==> src/rtl/operand_collector_if.sv <==
// Put/seal/consume handshake plus operand slot read-out for operand_collector.
//   master: put source / downstream stage (drives put_*, seal, consume, flush)
//   slave : the collector (drives put_ready, r0..r2, count, bundle_valid, done, overflow)
interface operand_collector_if #(
    parameter int unsigned W = 8
);
    logic         put_valid;
    logic [W-1:0] put_data;
    logic         put_ready;
    logic         seal;
    logic         consume;
    logic         flush;
    logic [W-1:0] r0;
    logic [W-1:0] r1;
    logic [W-1:0] r2;
    logic [1:0]   count;
    logic         bundle_valid;
    logic         done;
    logic         overflow;

    modport master (
        output put_valid, put_data, seal, consume, flush,
        input  put_ready, r0, r1, r2, count, bundle_valid, done, overflow
    );

    modport slave (
        input  put_valid, put_data, seal, consume, flush,
        output put_ready, r0, r1, r2, count, bundle_valid, done, overflow
    );
endinterface

==> src/rtl/operand_collector.sv <==
// Gathers up to three put immediates into slots r0..r2, then holds the bundle
// until the downstream stage consumes it.
//   clk   : system clock, rising edge
//   reset : asynchronous, active-low
//   bus   : operand_collector_if.slave (put handshake, seal/consume/flush,
//           slot outputs, count, bundle_valid, done pulse, sticky overflow)
module operand_collector #(
    parameter int unsigned W = 8
) (
    input  logic             clk,
    input  logic             reset,
    operand_collector_if.slave bus
);
    typedef enum logic {FILL = 1'b0, HOLD = 1'b1} state_t;

    state_t       state, stateNext;
    logic [1:0]   idx, idxNext;
    logic [1:0]   count, countNext;
    logic [W-1:0] slot0, slot1, slot2;
    logic [W-1:0] slot0Next, slot1Next, slot2Next;
    logic         bundleValid, bundleValidNext;
    logic         done, doneNext;
    logic         overflow, overflowNext;
    logic         accept;

    // State register
    always_ff @(posedge clk or negedge reset) begin
        if (!reset) begin
            state       <= FILL;
            idx         <= 2'd0;
            count       <= 2'd0;
            slot0       <= '0;
            slot1       <= '0;
            slot2       <= '0;
            bundleValid <= 1'b0;
            done        <= 1'b0;
            overflow    <= 1'b0;
        end else begin
            state       <= stateNext;
            idx         <= idxNext;
            count       <= countNext;
            slot0       <= slot0Next;
            slot1       <= slot1Next;
            slot2       <= slot2Next;
            bundleValid <= bundleValidNext;
            done        <= doneNext;
            overflow    <= overflowNext;
        end
    end

    // Next-state logic; flush overrides everything else
    always_comb begin
        stateNext       = state;
        idxNext         = idx;
        countNext       = count;
        slot0Next       = slot0;
        slot1Next       = slot1;
        slot2Next       = slot2;
        bundleValidNext = bundleValid;
        doneNext        = 1'b0;
        overflowNext    = overflow;
        accept          = 1'b0;

        if (bus.flush) begin
            stateNext       = FILL;
            idxNext         = 2'd0;
            countNext       = 2'd0;
            slot0Next       = '0;
            slot1Next       = '0;
            slot2Next       = '0;
            bundleValidNext = 1'b0;
            overflowNext    = 1'b0;
        end else begin
            case (state)
                FILL: begin
                    accept = bus.put_valid;
                    if (accept) begin
                        case (idx)
                            2'd0:    slot0Next = bus.put_data;
                            2'd1:    slot1Next = bus.put_data;
                            default: slot2Next = bus.put_data;
                        endcase
                        countNext = count + 2'd1;
                        idxNext   = (idx == 2'd2) ? idx : idx + 2'd1;
                    end
                    // Third put completes the bundle; seal closes it early.
                    // Both together still yield a single done pulse.
                    if ((accept && idx == 2'd2) || (bus.seal && (accept || count != 2'd0))) begin
                        stateNext       = HOLD;
                        bundleValidNext = 1'b1;
                        doneNext        = 1'b1;
                    end
                end
                HOLD: begin
                    if (bus.put_valid) begin
                        overflowNext = 1'b1;
                    end
                    // Slot values are kept after consume; count qualifies them
                    if (bus.consume) begin
                        stateNext       = FILL;
                        idxNext         = 2'd0;
                        countNext       = 2'd0;
                        bundleValidNext = 1'b0;
                    end
                end
                default: stateNext = FILL;
            endcase
        end
    end

    assign bus.put_ready    = (state == FILL);
    assign bus.r0           = slot0;
    assign bus.r1           = slot1;
    assign bus.r2           = slot2;
    assign bus.count        = count;
    assign bus.bundle_valid = bundleValid;
    assign bus.done         = done;
    assign bus.overflow     = overflow;
endmodule

==> src/flat_wrapper.sv <==
// flat-port wrapper written by rule: the top's interface ports become plain ports
module operand_collector_flat 
#(
    parameter int unsigned W = 8
)
  (clk, reset, bus_put_valid, bus_put_data, bus_seal, bus_consume, bus_flush, bus_put_ready, bus_r0, bus_r1, bus_r2, bus_count, bus_bundle_valid, bus_done, bus_overflow);
  operand_collector_if #(.W(W)) bus_i ();
  input  logic clk;
  input  logic reset;
  input wire logic [$bits(bus_i.put_valid)-1:0] bus_put_valid;
  input wire logic [$bits(bus_i.put_data)-1:0] bus_put_data;
  input wire logic [$bits(bus_i.seal)-1:0] bus_seal;
  input wire logic [$bits(bus_i.consume)-1:0] bus_consume;
  input wire logic [$bits(bus_i.flush)-1:0] bus_flush;
  output wire logic [$bits(bus_i.put_ready)-1:0] bus_put_ready;
  output wire logic [$bits(bus_i.r0)-1:0] bus_r0;
  output wire logic [$bits(bus_i.r1)-1:0] bus_r1;
  output wire logic [$bits(bus_i.r2)-1:0] bus_r2;
  output wire logic [$bits(bus_i.count)-1:0] bus_count;
  output wire logic [$bits(bus_i.bundle_valid)-1:0] bus_bundle_valid;
  output wire logic [$bits(bus_i.done)-1:0] bus_done;
  output wire logic [$bits(bus_i.overflow)-1:0] bus_overflow;
  assign bus_i.put_valid = bus_put_valid;
  assign bus_i.put_data = bus_put_data;
  assign bus_i.seal = bus_seal;
  assign bus_i.consume = bus_consume;
  assign bus_i.flush = bus_flush;
  assign bus_put_ready = bus_i.put_ready;
  assign bus_r0 = bus_i.r0;
  assign bus_r1 = bus_i.r1;
  assign bus_r2 = bus_i.r2;
  assign bus_count = bus_i.count;
  assign bus_bundle_valid = bus_i.bundle_valid;
  assign bus_done = bus_i.done;
  assign bus_overflow = bus_i.overflow;
  operand_collector #(.W(W)) u_core (.clk(clk), .reset(reset), .bus(bus_i));
endmodule
==> config.mk <==
export PLATFORM = sky130hd
export DESIGN_NAME = operand_collector_flat
export DESIGN_NICKNAME = d
export VERILOG_FILES = /design/src/rtl/operand_collector_if.sv /design/src/rtl/operand_collector.sv /design/src/flat_wrapper.sv
export SDC_FILE = /design/constraint.sdc
export NUM_CORES = 1
export LEC_CHECK = 0
export BUFFER_PORTS_ARGS = -buffer_cell sky130_fd_sc_hd__buf_2
export CAP_MARGIN = 20
export CELL_PAD_IN_SITES_DETAIL_PLACEMENT = 1
export CELL_PAD_IN_SITES_GLOBAL_PLACEMENT = 1
export CORE_AREA = 2 2 68 70
export CTS_CLUSTER_SIZE = 30
export DETAILED_ROUTE_END_ITERATION = 12
export DIE_AREA = 0 0 70 72
export PLACE_DENSITY_LB_ADDON = 0.1
export RECOVER_POWER = 50
export SETUP_SLACK_MARGIN = 0.4
export SLEW_MARGIN = 20
export SYNTH_ARGS = -nofsm -noshare
export SYNTH_HDL_FRONTEND = slang
export SYNTH_SLANG_ARGS = --single-unit
==> constraint.sdc <==
create_clock -name clk -period 1.51 [get_ports clk]
set_input_delay 0.302 -clock clk [delete_from_list [all_inputs] [get_ports clk]]
set_output_delay 0.302 -clock clk [all_outputs]
set_load 0.1 [all_outputs]
==> summary by stage, run 1 <==
GRT
The global-route wire length before repair is 7.33 mm. The via count of the first global-routing pass is 1327. The global-route usage over all layers is 19.3%.

The initial antenna violation count was 0. Summed over all layers, the global routing overflow is 0. The pin count of the biggest net entering global routing is 18.

Worst setup path
The count of buffering cells on the critical path with inverters included is 2. The slack of the worst reg-to-reg path is 0.03 ns. On the critical path, the stage with the largest delay is an instance of sky130_fd_sc_hd__dfrtp_2.

The kind of cell adding the most delay to the critical path is flip-flops. The signal on the critical path passes through inv_2 > ha_4 > nor2_4 > a21oi_4 > buf_12 > mux2_4. The length in cells of the worst reg-to-reg path is 6. The largest stage delay on the critical path is 0.44 ns. The capturing point of the worst reg2reg path is u_core.bus.r2[3]. Along the worst path, the maximum fanout reaches 5. The data arrival time of the worst path is 1.65 ns. The required time at the endpoint of the critical path is 1.68 ns. The count of cell instances traversed by the critical path is 6. Tracing the worst setup path back leads to its startpoint at u_core.idx[0]. The startpoint type of the worst setup path is a flop. The beginning of the worst register-to-register path is u_core.idx[0]. In this run the worst setup path terminates at u_core.bus.r2[3]. The critical path is of the flop to flop type. The endpoint kind of the worst setup timing path is a flop.

Finish
The filler cells instantiated in the layout total 408. Cells with a size suffix above 1 make up 84.3% of the layout. Once layout is done, the placed cells without fillers occupy 2650 µm². The number of antenna diodes in the final layout is 0. The core utilization of the finished layout is 62.0%. The net count of the finished layout is 202. The area growth from synthesis to layout is 83.3%.

Yosys
The synthesized area per cell is 13.2 µm². Sorting the synthesized cells by area gives the leading types as sky130_fd_sc_hd__dfrtp_1 (56%), sky130_fd_sc_hd__mux2_2 (19%), sky130_fd_sc_hd__nor2b_1 (3.9%). The area fraction of the dominant cell type after synthesis is 55.5%. Among all cell types in the netlist, the one instantiated most often is sky130_fd_sc_hd__dfrtp_1. For this run, the leading register cell type out of synthesis is sky130_fd_sc_hd__dfrtp_1. The xor and xnor area share after synthesis is 0%.

Synthesis produced a netlist with a net count of 127. The count of cell types in the netlist is 22. The register area share after synthesis is 55.5%. The synthesized design spends more area on one cell type than any other, namely sky130_fd_sc_hd__dfrtp_1. By area, the combinational part of the netlist is dominated by multiplexers. The count of flip-flops with a built-in enable after synthesis is 0.

The cell count after synthesis is 109. Summing every instance area after synthesis gives 1440 µm². Measured against the total synthesized area, the mux share comes to 18.7%. Counting flops and latches in the post-synthesis netlist gives 32.

The adder and majority cell fraction of the synthesized area is 3.47%. The commonest cells after synthesis are sky130_fd_sc_hd__dfrtp_1 (32), sky130_fd_sc_hd__mux2_2 (24), sky130_fd_sc_hd__nor2b_1 (9). The synthesized netlist devotes 7.55% of its cell area to compound gates. The async set or reset register ratio after synthesis is 100%. Of the total synthesized cell area, the portion taken by AND, OR, NAND and NOR gates is 10.9%. During synthesis, Yosys emitted a total of 0 warnings.

Routing
The number of nets still failing antenna checks after routing is 0. The highest metal layer carrying signal wires in the routed design is met4. In the routed design, unresolved DRC markers number 0. After detailed routing, the number of vias per cell comes to 4.78.

The routed design uses 168 µm of met3 wire. The violation count after the first detailed-route iteration is 33. Detailed routing inserted a total of 1133 vias. For this block, wires on met1 add up to 1.66 mm. Summed over all nets, wire length on met2 after detailed routing comes to 2.56 mm. The routed wirelength normalized by instance count is 18.9 µm. The number of detailed-routing iterations run before antenna repair is 4. The post-detailed-routing wire length is 4.48 mm.

Timing
For this run, the top clock speed supported by timing is 677 MHz. At the pin with the least slew margin, the transition time is 0.924 ns. Across all hold checks on the routed design, the worst slack comes to 0.128 ns. Setup repair after global routing could not meet its margin everywhere. The number of slew-limit violations in the final report came to 0. In the finished design, the share of the clock period the worst path needs comes to 97.9%. Setup violations remaining at the end of the flow were counted as 0.

The number of endpoints with negative hold slack in the final report is 0. The setup clock skew after layout is 0.00409 ns. The smallest clock period supported by the final layout is computed as 1.48 ns. Headroom to the max-slew limit came out at 38.4%.

CTS
The clock passes through at most 2 buffers. The depth of the CTS H-tree is 2. TritonCTS built the clock tree. The root buffer cell chosen for the clock tree is sky130_fd_sc_hd__clkbuf_8. The number of sinks handled by clock tree synthesis is 32. The clock insertion delay at the later pin of the skew report is 0.28 ns. The number of buffers added by the clock tree synthesis step is 5. The clock-pin slew reported for the worst setup and hold paths after clock tree synthesis is 0.07 ns.

Power and ir drop
The worst IR drop on VDD is 0.664 mV. Dividing total power by cell area gives a power density of 1300 nW/µm². Summed over all cells, the static leakage comes to 1.20 nW.

Floorplan
The overall die height is 72 µm. The cell row count is 24. 44 I/O pins were placed. The initial core utilization is 33.8%. The die boundary width is 70 µm. The standard cell core area is 4260 µm².

The full die area is 5040 µm².

Job
Across the run, the number of max-cap violations was 0.

Place
The weighted congestion at the end of routability-driven global placement is 0.718. Input and output buffers added on the ports amount to 43. The placed standard-cell area is 1920 µm². Summed over all nets, the half-perimeter wirelength after detailed placement is 2.68 mm.

Outcome
The run finished with clean final reports.

Hold path
The path class of the tightest hold or removal check is input port to asynchronous set/reset pin.
[registers in the layout, summed over array words and instances, names as in the netlist]
name	flops
u_core.bus.count	2
u_core.bus.overflow	1
u_core.state	1
u_core.bus.done	1
u_core.bus.r2	8
u_core.bus.bundle_valid	1
u_core.bus.r1	8
u_core.idx	2
u_core.bus.r0	8
[worst reg2reg max path, stage by stage, from the launching register on]
cell and delay, ns:
sky130_fd_sc_hd__dfrtp_2 0.44, sky130_fd_sc_hd__inv_2 0.09, sky130_fd_sc_hd__ha_4 0.17, sky130_fd_sc_hd__nor2_4 0.05, sky130_fd_sc_hd__a21oi_4 0.17, sky130_fd_sc_hd__buf_12 0.15
sky130_fd_sc_hd__mux2_4 0.31
[worst min-delay path by stage]
stage	slack, ns	start	to
6_report	0.13	reset	u_core.bus.r2[0]
5_1_grt	0.19	reset	u_core.bus.r2[4]
4_1_cts	-0.05	reset	u_core.bus.count[1]
3_5_place_dp	0.25	reset	u_core.bus.r2[0]
3_3_place_gp	0.24	reset	u_core.bus.r2[0]
2_1_floorplan	0.006	reset	u_core.bus.bundle_valid
[metal layers]
metal / GRT usage, % / vias to the layer above
met1: 21.2 / 580
li1: - / 519
met3: 4.58 / 6
met5: 0 / -
met2: 35.9 / 28
met4: 7.69 / 0
[kinds of logic after synthesis]
| group | count (synthesis) |
|---|---|
| AOI/OAI and AO/OA | 13 |
| muxes | 24 |
| adders and majority gates | 4 |
| DFF | 32 |
| and+or+nand+nor | 27 |
| buffers and inverters | 9 |
[area by class of cell]
cell class	count	area (µm²)	share of cell area [%]
flip-flops and latches	32	843	31.9
repair buffers	72	811	30.7
multi-input cells	68	774	29.3
clock buffers	7	96.3	3.64
well taps	52	65.1	2.46
clock inverters	1	30.0	1.14
inverters	5	25.0	0.946
[repair_timing]
action / in CTS / in global routing
pin swaps: 7 / 5
setup endpoints to repair: 61 / 61
buffers inserted: 17 / 5
hold endpoints to repair: 15 / 15
resized for setup: 113 / 27
[stage by stage]
stage	worst slack, ns	std cells	total power, mW	setup TNS (ns)
after global placement	-0.0621	207	2.13	-0.558
after CTS	0.0272	232	3.43	0
after floorplan	-0.0213	109	1.94	-0.0350
after detailed placement	-0.0914	207	2.15	-0.681
final	0.0320	237	3.43	0
after global routing	-0.0225	237	3.56	-0.0828
[where the power goes]
group | switching [mW] | internal, mW
Sequential | 0.0913 | 0.964
Combinational | 0.896 | 0.557
Clock | 0.341 | 0.583
[cells in the final DEF, fill, tap and decap left out, drive strengths merged]
cell | synthesis | final
a21oi | 6 | 6
or3 | 2 | 2
clkbuf | 0 | 19
bufinv | 0 | 1
nor3 | 1 | 1
buf | 4 | 60
inv | 5 | 4
ha | 4 | 4
nand3b | 2 | 2
nand3 | 2 | 2
a31oi | 2 | 2
clkinvlp | 0 | 1
o21ai | 2 | 2
o31ai | 2 | 2
a22oi | 1 | 1
mux2 | 24 | 24
nor2 | 3 | 3
nand2 | 4 | 4
nor2b | 10 | 10
dfrtp | 32 | 32
nand2b | 3 | 3
Note: power is estimated with default switching activity, not from simulation.
==> run 2: changes to the inputs <==
--- a/config.mk
+++ b/config.mk
@@ -9,10 +9,10 @@
 export CAP_MARGIN = 20
 export CELL_PAD_IN_SITES_DETAIL_PLACEMENT = 1
 export CELL_PAD_IN_SITES_GLOBAL_PLACEMENT = 1
-export CORE_AREA = 2 2 68 70
+export CORE_AREA = 2 2 62 64
 export CTS_CLUSTER_SIZE = 30
 export DETAILED_ROUTE_END_ITERATION = 12
-export DIE_AREA = 0 0 70 72
+export DIE_AREA = 0 0 64 66
 export PLACE_DENSITY_LB_ADDON = 0.1
 export RECOVER_POWER = 50
 export SETUP_SLACK_MARGIN = 0.4
==> constraint.sdc (replaced) <==
create_clock -name clk -period 1.9 [get_ports clk]
set_input_delay 0.38 -clock clk [delete_from_list [all_inputs] [get_ports clk]]
set_output_delay 0.38 -clock clk [all_outputs]
set_load 0.1 [all_outputs]
==> run 2 against run 1 <==
Sequential power shrank 24%. Critical path type is now flop to output pin. Largest cell class unchanged. Sequential cell count is the same. Cell count shrank 8.9%. Final area shrank 26%.
==> summary by stage, run 2 (synthesis results as in run 1) <==
GRT
The overflow left after global routing was 0 (unchanged). The global-route usage over all layers is 18.1% (-1.2 points). The initial antenna violation count is 0 (unchanged). The global-route wire length before repair was 5.53 mm (-25%). The pin count of the biggest net entering global routing is 33 (+15). The via count of the first global-routing pass is 1106 (-17%).

Worst setup path
The data arrival time of the worst path came to 1.16 ns (-0.49 ns). The largest stage delay on the critical path came to 0.46 ns (+0.02 ns). The cell with the largest stage delay on the worst path is sky130_fd_sc_hd__clkbuf_2.

The count of buffering cells on the critical path with inverters included came to 1 (-1). The length in cells of the worst reg-to-reg path is 5 (-1). The count of cell instances traversed by the critical path was 1 (-5). The maximum fanout encountered on the critical timing path came to 2 (-3).

The required time at the endpoint of the critical path is 1.52 ns (-0.16 ns). The kind of cell adding the most delay to the critical path is buffers and inverters. STA classifies the critical path startpoint as a flop.

Traced cell by cell, the critical path runs through clkbuf_2. The worst setup path is of the flop to output pin kind. STA classifies the critical path endpoint as an output pin.

Finish
The net total in the final layout is 185 (-8.4%). The number of fill cells in the layout was 365 (-11%). The share of cells above drive strength 1 is 58.9% (-25 points). In the layout the commonest cells are sky130_fd_sc_hd__buf_4 (32), sky130_fd_sc_hd__dfrtp_1 (29), sky130_fd_sc_hd__mux2_2 (24).

The area used by multi-input combinational logic is 622 µm² (-20%). The final cell area excluding filler cells is 1950 µm² (-26%). The most frequent standard cell in the layout excluding fill and tap cells is sky130_fd_sc_hd__buf_4.

Compared with the post-synthesis result, the final layout area differs by 35.0%. The total inserted antenna cells is 0 (unchanged). The register cell area after layout is 805 µm² (-4.6%). The core utilization of the finished layout was 54.8% (-7.2 points). The post-layout instance count excluding filler cells is 216 (-8.9%).

Floorplan
The initial core utilization is 40.6% (+6.8 points). The full die area is 4220 µm² (-16%). The cell row count is 22 (-8.3%). The I/O pin total is 44 (unchanged). The standard cell core area was 3550 µm² (-17%). The die boundary width is 64 µm (-8.6%).

The overall die height is 66 µm (-8.3%).

Timing
The number of endpoints failing setup at the final stage is 0 (unchanged). Derived from the worst setup path, the maximum achievable clock frequency is 649 MHz. Dividing the final minimum period by the clock period gives 81.1%. The worst path in the final design needs a cycle of 1.54 ns, including I/O delays and setup.

The worst slew margin relative to its limit came to 46.7% (+8.2 points). The number of endpoints with negative hold slack in the final report came to 0 (unchanged). The setup TNS is 0 ns (unchanged). The transition time at the pin with the least slew margin came to 0.800 ns (-0.124 ns). The setup clock skew after layout is 0.0144 ns (+0.0103 ns). The number of slew-limit violations in the final report is 0 (unchanged).

Setup repair after global routing could not meet its margin everywhere.

Place
The post-detailed-placement half-perimeter wirelength is 2.31 mm (-14%). The placed standard-cell area is 1680 µm² (-12%). The number of I/O port buffers is 43 (unchanged). The number of instances in the placed design is 196 (-5.3%). The weighted congestion at the end of routability-driven global placement is 0.754 (+5.0%).

Power and ir drop
The leakage power summed over all cells came to 0.938 nW (-22%). The power density normalized to cell area came to 1080 nW/µm² (-17%). The worst IR drop on VDD is 0.484 mV (-27%). The power consumption is 2.10 mW (-39%).

Job
The number of max-capacitance violations reported is 0 (unchanged).

CTS
The number of buffers added by the clock tree synthesis step is 5 (unchanged). The number of sinks handled by clock tree synthesis is 32 (unchanged). The maximum count of clock buffers along a single path is 2 (unchanged). The clock-pin slew reported for the worst setup and hold paths after clock tree synthesis is 0.11 ns (+0.04 ns). TritonCTS built the clock tree. The depth of the CTS H-tree is 2 (unchanged). The tree is rooted in a sky130_fd_sc_hd__clkbuf_4.

The clock insertion delay at the later pin of the skew report is 0.34 ns (+0.06 ns).

Routing
The residual DRC count is 0 (unchanged). The violation count after the first detailed-route iteration was 33 (unchanged). The number of nets still failing antenna checks after routing is 0 (unchanged). The post-detailed-routing wire length is 3.36 mm (-25%). The routed wirelength normalized by instance count was 15.6 µm (-18%). The number of vias per cell after detailed routing is 4.81 (+0.72%).

The number of detailed-routing iterations run before antenna repair came to 4 (unchanged). The total via count after detailed routing is 1040 (-8.2%).

Outcome
The flow ran to the end, and the final reports show no timing, DRC or antenna violations.

Hold path
The type of the most critical hold path is input port to asynchronous set/reset pin.
## run 2: area by class of cell
type                       count  area share, %
sequential                    32           41.3
multi-input combinational     68           31.9
timing repair buffer          55           19.2
tap                           48           3.08
clock buffer                   7           2.83
inverter                       5           1.22
clock inverter                 1          0.386
## run 2: worst paths after layout
check | from | slack (ns) | endpoint
worst max-delay path | u_core.bus.r2[4] | 0.36 | bus_r2[4]
worst min-delay path | reset | 0.10 | u_core.bus.r0[2]
worst max register to register | u_core.idx[1] | 0.38 | u_core.bus.r1[4]
worst min register to register | u_core.bus.overflow | 0.51 | u_core.bus.overflow
max in group asynchronous | reset | 1.22 | u_core.idx[0]
min in group clk | bus_consume | 0.39 | u_core.bus.bundle_valid
## run 2: repair_timing
item | 4_1_cts | 5_1_grt
gates resized for setup | 37 | 9
setup endpoints to repair | 53 | 20
hold buffers | 0 | 0
pin swaps | 3 | 2
buffers inserted | 8 | 4
## run 2: worst register-to-register path, stage by stage (launching register included)
cell and delay [ns]:
sky130_fd_sc_hd__dfrtp_1 0.42, sky130_fd_sc_hd__inv_2 0.09, sky130_fd_sc_hd__ha_4 0.18, sky130_fd_sc_hd__a21oi_4 0.14
sky130_fd_sc_hd__clkbuf_1 0.22, sky130_fd_sc_hd__mux2_2 0.37
## run 2: where the power goes
| group | total [mW] | switching, mW | internal (mW) |
|---|---|---|---|
| clock | 0.420 | 0.239 | 0.181 |
| sequential | 0.802 | 0.0497 | 0.752 |
| combinational | 0.875 | 0.654 | 0.221 |
| total | 2.10 | 0.942 | 1.15 |
## run 2: routing by layer
| layer | vias up | part of all wire [%] | global-route usage, % | wire length (µm) |
|---|---|---|---|---|
| met3 | 6 | 5.0 | 5.79 | 167 |
| met1 | 517 | 38 | 19.9 | 1260 |
| li1 | 491 | - | - | - |
| met2 | 26 | 55 | 31.8 | 1860 |
| met4 | 0 | 2.1 | 8.15 | 69 |
| met5 | - | 0 | 0 | 0 |
## run 2: per-stage QoR
stage,worst slack (ns),hold slack (ns)
finish,0.358,0.105
global placement,0.346,0.467
detailed placement,0.267,0.477
CTS,0.357,0.0954
floorplan,0.369,0.0844
global route,0.315,0.164
==> run 3: changes to the inputs <==
--- a/config.mk
+++ b/config.mk
@@ -9,10 +9,10 @@
 export CAP_MARGIN = 20
 export CELL_PAD_IN_SITES_DETAIL_PLACEMENT = 1
 export CELL_PAD_IN_SITES_GLOBAL_PLACEMENT = 1
-export CORE_AREA = 2 2 62 64
+export CORE_AREA = 2 2 64 66
 export CTS_CLUSTER_SIZE = 30
 export DETAILED_ROUTE_END_ITERATION = 12
-export DIE_AREA = 0 0 64 66
+export DIE_AREA = 0 0 66 68
 export PLACE_DENSITY_LB_ADDON = 0.1
 export RECOVER_POWER = 50
 export SETUP_SLACK_MARGIN = 0.4
==> constraint.sdc (replaced) <==
create_clock -name clk -period 1.6 [get_ports clk]
set_input_delay 0.32 -clock clk [delete_from_list [all_inputs] [get_ports clk]]
set_output_delay 0.32 -clock clk [all_outputs]
set_load 0.1 [all_outputs]
==> run 3 against run 2 <==
Total power increased by 40%. Combinational power increased by 50%. Count of clock-buffer cells in the layout decreased by 1. Cell count increased by 6.9%. Clock skew increased by 0.0025 ns. Via count increased by 11%. Register-to-register slack got worse by 0.29 ns. Die area increased by 6.3%. Highest routed layer unchanged.
==> summary by stage, run 3 (synthesis results as in run 1) <==
Timing
The routed design could run at a clock period as short as 1.51 ns. The number of endpoints with negative hold slack in the final report came to 0 (unchanged). The maximum clock frequency is 664 MHz. The number of endpoints failing setup at the final stage is 0 (unchanged). The setup clock skew after layout is 0.0168 ns (+0.00246 ns). The worst slew margin relative to its limit was 43.8% (-2.9 points).

Dividing the final minimum period by the clock period gives 94.1%. The number of slew-limit violations in the final report is 0 (unchanged). Setup repair after global routing could not meet its margin everywhere. The transition time at the pin with the least slew margin is 0.843 ns (+0.0428 ns).

Power and ir drop
The power density normalized to cell area is 1210 nW/µm² (+12%). The leakage power summed over all cells is 1.12 nW (+20%). The switching power summed over all nets was 1.28 mW (+36%).

The portion of total power attributed to the clock network is 21.7% (+1.7 points). The switching portion of total power is 43.6% (-1.4 points). The internal power of the cells is 1.66 mW (+44%). The fraction of power consumed by combinational cells is 44.5% (+2.8 points). The proportion of power drawn by flip-flops and latches is 33.8% (-4.4 points). The power consumption is 2.94 mW (+40%).

The worst IR drop on VDD came to 0.505 mV (+4.2%).

Worst setup path
The data arrival time of the worst path was 1.69 ns (+0.53 ns). STA classifies the critical path startpoint as a flop. In this run the worst setup path begins at u_core.idx[0]. The beginning of the worst register-to-register path is u_core.idx[0]. The length in cells of the worst reg-to-reg path was 6 (+1). The critical path class is flop to flop. The endpoint kind of the worst setup timing path is a flop. The required time at the endpoint of the critical path is 1.78 ns (+0.26 ns). The capturing point of the worst reg2reg path is u_core.bus.r2[6]. The slack of the worst reg-to-reg path is 0.09 ns (-0.29 ns). The maximum fanout encountered on the critical timing path is 5 (+3).

Routing
The total via count after detailed routing is 1151 (+11%). The post-detailed-routing wire length is 5.21 mm (+55%). The routed wirelength normalized by instance count was 22.6 µm (+45%).

The number of detailed-routing iterations run before antenna repair is 4 (unchanged). The number of vias per cell after detailed routing is 4.98 (+3.5%). The residual DRC count was 0 (unchanged). The number of nets still failing antenna checks after routing is 0 (unchanged). The violation count after the first detailed-route iteration is 38 (+15%).

Floorplan
The standard cell core area is 3860 µm² (+8.6%). The initial core utilization is 37.4% (-3.2 points). The cell row count was 23 (+4.5%).

The full die area is 4490 µm² (+6.3%). The overall die height is 68 µm (+3.0%). The I/O pin total is 44 (unchanged). The die boundary width was 66 µm (+3.1%).

CTS
TritonCTS built the clock tree. The maximum count of clock buffers along a single path is 2 (unchanged). The clock insertion delay at the later pin of the skew report is 0.31 ns (-0.03 ns).

The number of buffers added by the clock tree synthesis step came to 5 (unchanged). The clock-pin slew reported for the worst setup and hold paths after clock tree synthesis was 0.07 ns (-0.04 ns). The depth of the CTS H-tree is 2 (unchanged). The clock root buffer is sky130_fd_sc_hd__clkbuf_8. The number of sinks handled by clock tree synthesis is 32 (unchanged).

Place
The number of I/O port buffers is 43 (unchanged). The weighted congestion at the end of routability-driven global placement is 0.808 (+7.2%). The post-detailed-placement half-perimeter wirelength was 2.46 mm (+6.5%).

Hold path
In this run the most critical hold path is launched from bus_consume. In this run the worst hold path is classified as input port to flop. The worst hold endpoint is u_core.state.

The worst hold path was traced through 4 stages.

GRT
The initial antenna violation count was 0 (unchanged). The via count of the first global-routing pass is 1253 (+13%). The overflow left after global routing came to 0 (unchanged).

The pin count of the biggest net entering global routing is 33 (unchanged). The global-route wire length before repair was 6.90 mm (+25%). The global-route usage over all layers is 22.1% (+4.1 points).

Outcome
The run finished with clean final reports.

Finish
The net total in the final layout came to 199 (+7.6%). The area growth from synthesis to layout is 68.8%. The number of fill cells in the layout is 373 (+2.2%). The total inserted antenna cells is 0 (unchanged).

The most frequent standard cell in the layout excluding fill and tap cells is sky130_fd_sc_hd__dfrtp_2. In the layout the commonest cells are sky130_fd_sc_hd__dfrtp_2 (28), sky130_fd_sc_hd__buf_2 (25), sky130_fd_sc_hd__mux2_4 (24). The core utilization of the finished layout was 63.1% (+8.3 points).

The share of cells above drive strength 1 is 79.0% (+20 points).

Job
The number of max-capacitance violations reported is 0 (unchanged).
[run 3: cell count changes in the layout (fill, tap and decap cells not counted), sizes merged]
cell	before	now
buf	45	64
clkbuf	17	10
clkinv	0	1
clkinvlp	1	0
dlygate4sd3	0	1
[run 3: worst max-delay path by stage]
stage / endpoint / slack (ns) / cells after the start
2_1_floorplan: u_core.idx[0] / 0.07 / 4
3_3_place_gp: u_core.bus.r2[2] / 0.02 / 5
3_5_place_dp: u_core.bus.r2[4] / -0.02 / 5
4_1_cts: u_core.bus.r2[6] / 0.13 / 6
5_1_grt: u_core.bus.r2[6] / 0.04 / 6
6_report: u_core.bus.r2[6] / 0.09 / 6
[run 3: final cells by class]
class / instances / area (µm²) / share of cell area [%]
clock buffers: 6 / 72.6 / 2.98
clock inverters: 1 / 5.00 / 0.206
inverters: 5 / 26.3 / 1.08
multi-input cells: 68 / 738 / 30.3
flip-flops and latches: 32 / 843 / 34.6
well taps: 50 / 62.6 / 2.57
repair buffers: 69 / 687 / 28.2
[run 3: metrics by stage]
step / area (µm²) / TNS, ns / instances / worst slack (ns) / hold slack, ns
after floorplan: 1610 / 0 / 109 / 0.0687 / 0.0244
after global placement: 1900 / 0 / 201 / 0.0210 / 0.289
after detailed placement: 1900 / -0.100 / 201 / -0.0225 / 0.291
after CTS: 2480 / 0 / 221 / 0.127 / 0.364
after global routing: 2430 / 0 / 231 / 0.0443 / 0.403
final: 2430 / 0 / 231 / 0.0937 / 0.367
[run 3: worst max-delay path, stage by stage, from the launching register on]
cell	delay (ns)
sky130_fd_sc_hd__dfrtp_2	0.46
sky130_fd_sc_hd__inv_4	0.09
sky130_fd_sc_hd__ha_4	0.16
sky130_fd_sc_hd__nor2_4	0.04
sky130_fd_sc_hd__a21oi_4	0.15
sky130_fd_sc_hd__buf_6	0.17
sky130_fd_sc_hd__mux2_4	0.31
[run 3: per-layer routing]
layer  up-vias  routed length, µm  part of all wire (%)  global-route usage (%)
met5         -                  0                     0                       0
met4         0                 87                   1.7                    11.2
met3         7                287                   5.5                    4.93
met2        39               2710                    52                    40.7
met1       591               2130                    41                    24.1
li1        514                  -                     -                       -
[run 3: power by group through the flow]
stage / logic (mW) / clock network, mW / registers (mW)
6_report: 1.31 / 0.637 / 0.996
2_1_floorplan: 0.292 / 0 / 1.54
4_1_cts: 1.31 / 0.603 / 0.999
3_3_place_gp: 1.03 / 0 / 0.972
3_5_place_dp: 1.04 / 0 / 0.977
5_1_grt: 1.35 / 0.676 / 1.00
[run 3: repair_timing]
item | 4_1_cts | 5_1_grt
cloned | 0 | 0
pin swaps | 5 | 3
setup endpoints to repair | 61 | 61
endpoints found under the hold margin | 32 | 0
gates resized for setup | 107 | 22
buffers inserted | 12 | 10
hold buffers | 1 | 0
